$ cat src/rtl/tuser_out_unit.sv
// rtl/tuser_out_unit.sv - binds a 128-bit tuple to each AXIS packet on TUSER; `TUSER_OUT_DBG_EN exposes FSM state on dbg_state
module tuser_out_unit (
    input  logic         tout_aclk,
    input  logic         tout_arst,
    input  logic         tout_avalid,
    output logic         tout_aready,
    input  logic [255:0] tout_adata,
    input  logic [31:0]  tout_akeep,
    input  logic         tout_atlast,
    input  logic         tout_valid,
    input  logic [127:0] tout_data,
    output logic         tout_bvalid,
    input  logic         tout_bready,
    output logic [255:0] tout_bdata,
    output logic [31:0]  tout_bkeep,
    output logic         tout_btlast,
    output logic [127:0] tout_btuser,
    output logic [0:2]   dbg_state
);

    typedef enum logic [2:0] {
        ST_IDLE  = 3'd0,
        ST_FIRST = 3'd1,
        ST_BODY  = 3'd2
    } state_t;

    state_t         state_q, state_d;
    logic [127:0]   cur_q, cur_d;
    logic [127:0]   pend_q, pend_d;
    logic           pend_vld_q, pend_vld_d;

    logic           bvalid_q;
    logic [255:0]   bdata_q;
    logic [31:0]    bkeep_q;
    logic           btlast_q;
    logic [127:0]   btuser_q;

    logic           aready;
    logic           accept;
    logic           pkt_end;

    // Accept a beat only with a tuple held and room in the output register
    always_comb begin
        aready  = (state_q != ST_IDLE) && (!bvalid_q || tout_bready);
        accept  = tout_avalid && aready;
        pkt_end = accept && tout_atlast;
    end

    // Next-state and tuple bookkeeping; a queued tuple takes priority over a same-cycle one
    always_comb begin
        state_d    = state_q;
        cur_d      = cur_q;
        pend_d     = pend_q;
        pend_vld_d = pend_vld_q;
        case (state_q)
            ST_IDLE: begin
                if (tout_valid) begin
                    cur_d   = tout_data;
                    state_d = ST_FIRST;
                end
            end
            ST_FIRST, ST_BODY: begin
                if (pkt_end) begin
                    if (pend_vld_q) begin
                        cur_d      = pend_q;
                        pend_vld_d = 1'b0;
                        state_d    = ST_FIRST;
                    end else if (tout_valid) begin
                        cur_d   = tout_data;
                        state_d = ST_FIRST;
                    end else begin
                        state_d = ST_IDLE;
                    end
                end else begin
                    if (accept) begin
                        state_d = ST_BODY;
                    end
                    if (tout_valid && !pend_vld_q) begin
                        pend_d     = tout_data;
                        pend_vld_d = 1'b1;
                    end
                end
            end
            default: state_d = ST_IDLE;
        endcase
    end

    // State and tuple registers
    always_ff @(posedge tout_aclk or posedge tout_arst) begin
        if (tout_arst) begin
            state_q    <= ST_IDLE;
            cur_q      <= '0;
            pend_q     <= '0;
            pend_vld_q <= 1'b0;
        end else begin
            state_q    <= state_d;
            cur_q      <= cur_d;
            pend_q     <= pend_d;
            pend_vld_q <= pend_vld_d;
        end
    end

    // Output skid-free register: load on accept, drop valid once consumed
    always_ff @(posedge tout_aclk or posedge tout_arst) begin
        if (tout_arst) begin
            bvalid_q <= 1'b0;
            bdata_q  <= '0;
            bkeep_q  <= '0;
            btlast_q <= 1'b0;
            btuser_q <= '0;
        end else if (accept) begin
            bvalid_q <= 1'b1;
            bdata_q  <= tout_adata;
            bkeep_q  <= tout_akeep;
            btlast_q <= tout_atlast;
            btuser_q <= cur_q;
        end else if (tout_bready) begin
            bvalid_q <= 1'b0;
        end
    end

    assign tout_aready = aready;
    assign tout_bvalid = bvalid_q;
    assign tout_bdata  = bdata_q;
    assign tout_bkeep  = bkeep_q;
    assign tout_btlast = btlast_q;
    assign tout_btuser = btuser_q;

`ifdef TUSER_OUT_DBG_EN
    assign dbg_state = state_q;
`else
    assign dbg_state = 3'd0;
`endif

endmodule

$ cat config.mk
export PLATFORM = sky130hd
export DESIGN_NAME = tuser_out_unit
export DESIGN_NICKNAME = d
export VERILOG_FILES = /design/src/rtl/tuser_out_unit.sv
export SDC_FILE = /design/constraint.sdc
export NUM_CORES = 2
export LEC_CHECK = 0
export BUFFER_PORTS_ARGS = -buffer_cell sky130_fd_sc_hd__buf_2
export CORE_AREA = 2 2 325 327
export DETAILED_ROUTE_END_ITERATION = 8
export DIE_AREA = 0 0 327 329
export GPL_ROUTABILITY_DRIVEN = 0
export SETUP_SLACK_MARGIN = 0.5
export SYNTH_ARGS = -nofsm -noshare
export SYNTH_HDL_FRONTEND = slang
export SYNTH_SLANG_ARGS = --single-unit
$ cat constraint.sdc
create_clock -name tout_aclk -period 23.9 [get_ports tout_aclk]
set_input_delay 4.78 -clock tout_aclk [delete_from_list [all_inputs] [get_ports tout_aclk]]
set_output_delay 4.78 -clock tout_aclk [all_outputs]
set_load 0.01 [all_outputs]
Word level (Yosys, flattened, before mapping)
Index checks and enable logic that the tools add are counted.

Input port bits: 422. Register bits after elaboration: 678. Output and inout bits: 422. Word-level logic and storage cells: 46.

Reductions and logical operators: 17. Bitwise operators: 1. Eq/ne operators: 5. Multiplexer cells: 14.

Operator list (count): $mux W128 (3); $pmux W128 S2 (1); $mux W3 (3); $mux W1 (6); $pmux W3 S2 (1); $reduce_and A2 Y1 (3); $reduce_bool A2 Y1 (3); $logic_and A1 B1 Y1 (4); $ne A2 B2 Y1 const B (2); $eq A3 B1 Y1 const B (1); $eq A3 B2 Y1 const B (1); $logic_not A3 Y1 (1); $ne A3 B3 Y1 const B (1); $reduce_and A3 Y1 (1); $reduce_bool A3 Y1 (1); $logic_not A1 Y1 (2); $reduce_or A2 Y1 (1); $logic_or A1 B1 Y1 (1); $not A1 Y1 (1).

Logic depth before layout (Yosys ltp)
Word-level depth: 7. Gate-level depth with buffers: 9. Depth with buffers taken out: 5.

Worst setup path after synthesis
Ideal clock, no wire load.

Kind: input port to output port. Start: input port tout_bready. End: output port tout_aready. Slack: 13.518 ns. Stages: 4. Arrival: 5.602 ns. Data required time: 19.120 ns. Buffers on the path: 2. Path through: nor2b_1 clkbuf_1 clkbuf_1 nor2_1.

Longest elaborated chain between the ends: 2.

Ends and longest elaborated chain: from (decl) (line 13) `input logic tout_bready,`; $logic_or A1 B1 Y1 (line 44) `aready = (state_q != ST_IDLE) && (!bvalid_q || tout_bready);`; $logic_and A1 B1 Y1 (line 44); to (decl) (line 6) `output logic tout_aready,`.

Every way passes these cells.

Worst setup path after layout
Same ends and word-level chain as after synthesis.

==> impl_metrics.py <==
metrics = {
    "clock_network": {
        "htree_levels": 3,
        "tritoncts": "built",
        "path_clk_slew_ns": 0.05,
        "max-clock-path-buffers": 3,
        "clkLatencyLatePin_ns": 0.65,
        "cts_hold_buf": 0,
        "cts_setup_buffers": 0,
        "cts_root_buffer": "clkbuf_16",
        "clock-sinks": 677,
        "numCtsBuffers": 80,
        "cts_resized": 0,
    },
    "floorplanning": {
        "rows": 119,
        "start_util_pct": 27.3,
        "die_w_um": 327,
        "core_area_um2": 104000,
        "pin_count": 844,
        "die-height_um": 329,
        "dieArea_um2": 108000,
    },
    "worst_hold_path": {
        "min-delay-path-class": "flip-flop to flip-flop",
        "min_path_cells": 1,
    },
    "detailed_routing": {
        "routed_wirelength_um": 104000,
        "drt_iter0_drc": 1570,
        "ant_nets": 0,
        "vias": 20800,
        "drtPass1Iterations": 8,
        "drc": 0,
        "via_per_inst": 4.69,
        "routedWlPerCell_um": 23.4,
    },
    "sta": {
        "fin_setup_tns_ns": 0,
        "max_clock_freq_ghz": 0.0931,
        "finalSetupViolations": 0,
        "rsz0062_at_grt": "false",
        "drv_slew": 0,
        "slew_headroom_pct": 14.2,
        "worst_slew_pin_slew_ns": 1.29,
        "post-route-min-period_ns": 10.74,
        "finalHoldViolCount": 0,
        "min_period_over_period_pct": 44.9,
        "clock_skew_ns": 0.0383,
    },
    "flow_run": {
        "drv_cap": 0,
    },
    "setup_path": {
        "startpoint_type": "primary input",
        "cpMaxStageDelayCell": "buf_4",
        "cp_max_fo": 47,
        "crit_chain": "buf_2 > nor2b_4 > buf_4 > nor2_1 > buf_2",
        "cp.arrival_ns": 5.96,
        "crit_required_ns": 19.12,
        "crit_path_end_kind": "primary output",
        "crit_type": "primary input to primary output",
        "cp_common_cell": "buf_2",
        "critPathMaxStageDelay_ns": 0.45,
        "reg2reg_depth": 7,
    },
    "status": {
        "status": "finished, final reports clean",
    },
    "placed_design": {
        "numPortBuffers": 840,
        "dpl_cell_area_um2": 33700,
        "dp_hpwl_um": 73000,
    },
    "grt": {
        "grt_start_max_net_pins": 149,
        "antenna_found_initial": 36,
        "grt_pass1_vias": 20200,
        "overflow": 0,
        "grt_pass1_wl_um": 146000,
        "grt_use_total_pct": 18.5,
    },
    "synth": {
        "synth.distinct_cells": 33,
        "netlist_area_um2": 28500,
        "synth_edf_count": 0,
        "synth_seq_area_share_pct": 59.5,
        "ys_ff_latch": 677,
        "avgSynthCellArea_um2": 12.9,
        "synth-main-ff-cell": "dfrtp_1",
        "synth_warnings": 0,
        "postSynthCellCount": 2201,
        "async_flop_share_pct": 100,
    },
    "finish": {
        "final_cell_mix": "839 x buf_2, 677 x dfrtp_1, 308 x mux2_2, 249 x o21ai_0, 131 x inv_1",
        "layout_commonest_cell": "buf_2",
        "nFillCells": 10300,
        "nNetsFinal": 3397,
        "final_core_util_pct": 34.9,
        "final_area_um2": 36400,
        "syn_to_final_growth_pct": 27.7,
        "drive_above_1_share_pct": 43.1,
    },
    "pwr": {
        "pwr_density_cell_nw_per_um2": 156,
        "p_leak_nw": 17.5,
        "ir_worst_vdd_v": 0.0000812,
    },
}
routing by layer:
metal / vias to the layer above / part of all wire, % / global-route usage, % / routed length (um)
met3: 180 / 6.7 / 3.99 / 6970
li1: 9357 / - / - / -
met5: - / 0.18 / 0 / 186
met1: 10400 / 38 / 21.5 / 39100
met2: 792 / 51 / 32.3 / 52700
met4: 30 / 4.7 / 8.99 / 4880
Yosys cell counts, types with 2 or more instances:
cell type  count  area [um^2]
a222oi_1     128         1280
buf_6         24          270
inv_1        132          495
nand2b_1     130          813
o21ai_1        8         40.0
clkbuf_1      58          218
mux2i_1      128         1280
dfrtp_1      677        16900
mux2_1       109         1230
ha_1           2         25.0
nor2_1       129          484
buf_2         68          340
o21ai_0      249         1250
mux2_2       308         3470
nand2_1        3         11.3
nor2b_1        4         25.0
buf_4         27          203
o221ai_1       2         17.5
area by class of cell:
type                    instances  area (um^2)  share of cell area [%]
clock buffers                 114         2300                    6.33
repair buffers                866         4440                    12.2
inverters                     132          499                    1.37
flip-flops and latches        677        16900                    46.6
well taps                    1391         1740                    4.78
multi-input cells            1216        10100                    27.8
clock inverters                24          324                   0.891
diodes                         10         25.0                  0.0688
critical path, delay by kind of cell:
family,cells,cell delay [ns]
and+or+nand+nor,2,0.38
buffers and inverters,3,0.79
worst paths after layout:
kind | start | end | slack [ns]
setup / recovery | tout_bready | tout_aready | 13.16
hold reg to reg | pend_q[67]$_DFFE_PP0P_ | pend_q[67]$_DFFE_PP0P_ | 0.48
setup reg to reg | state_q[0]$_DFFE_PP0P_ | tout_bdata[211]$_DFFE_PP0P_ | 20.20
min in group asynchronous | tout_arst | tout_bdata[247]$_DFFE_PP0P_ | 4.33
hold / removal | pend_q[67]$_DFFE_PP0P_ | pend_q[67]$_DFFE_PP0P_ | 0.48
max in group asynchronous | tout_arst | tout_bdata[240]$_DFFE_PP0P_ | 16.61
registers in the layout (all words and copies together) (netlist names):
name         count
tout_btlast      1
tout_btuser    128
cur_q          128
tout_bvalid      1
tout_bdata     256
pend_q         128
tout_bkeep      32
pend_vld_q       1
state_q          2
metrics by stage:
| stage | power (mW) | hold slack [ns] | worst slack, ns | cells |
|---|---|---|---|---|
| after floorplan | 3.57 | 0.457 | 9.86 | 2203 |
| after global placement | 4.42 | 0.466 | 13.16 | 4282 |
| after detailed placement | 4.48 | 0.474 | 13.18 | 4282 |
| after CTS | 5.73 | 0.485 | 13.18 | 4420 |
| after global routing | 5.98 | 0.490 | 13.10 | 4425 |
| final | 5.66 | 0.480 | 13.16 | 4430 |
report_power, final:
| part | internal, mW | switching [mW] | total, mW |
|---|---|---|---|
| clock network | 0.726 | 0.501 | 1.23 |
| registers | 1.74 | 0.295 | 2.04 |
| logic | 1.02 | 1.38 | 2.39 |
kinds of logic (layout without fill, tap and decap cells):
group                      Yosys count  in the layout  synth area share (%)
DFF                                677            677                  59.5
muxes                              545            545                  21.0
AOI/OAI and AO/OA                  395            395                  9.31
buffers and inverters              310           1136                  5.37
and+or+nand+nor                    271            271                  4.79
adders and majority gates            2              2                0.0878
other                                1             13                0.0132
Note: power is estimated with default switching activity, not from simulation.
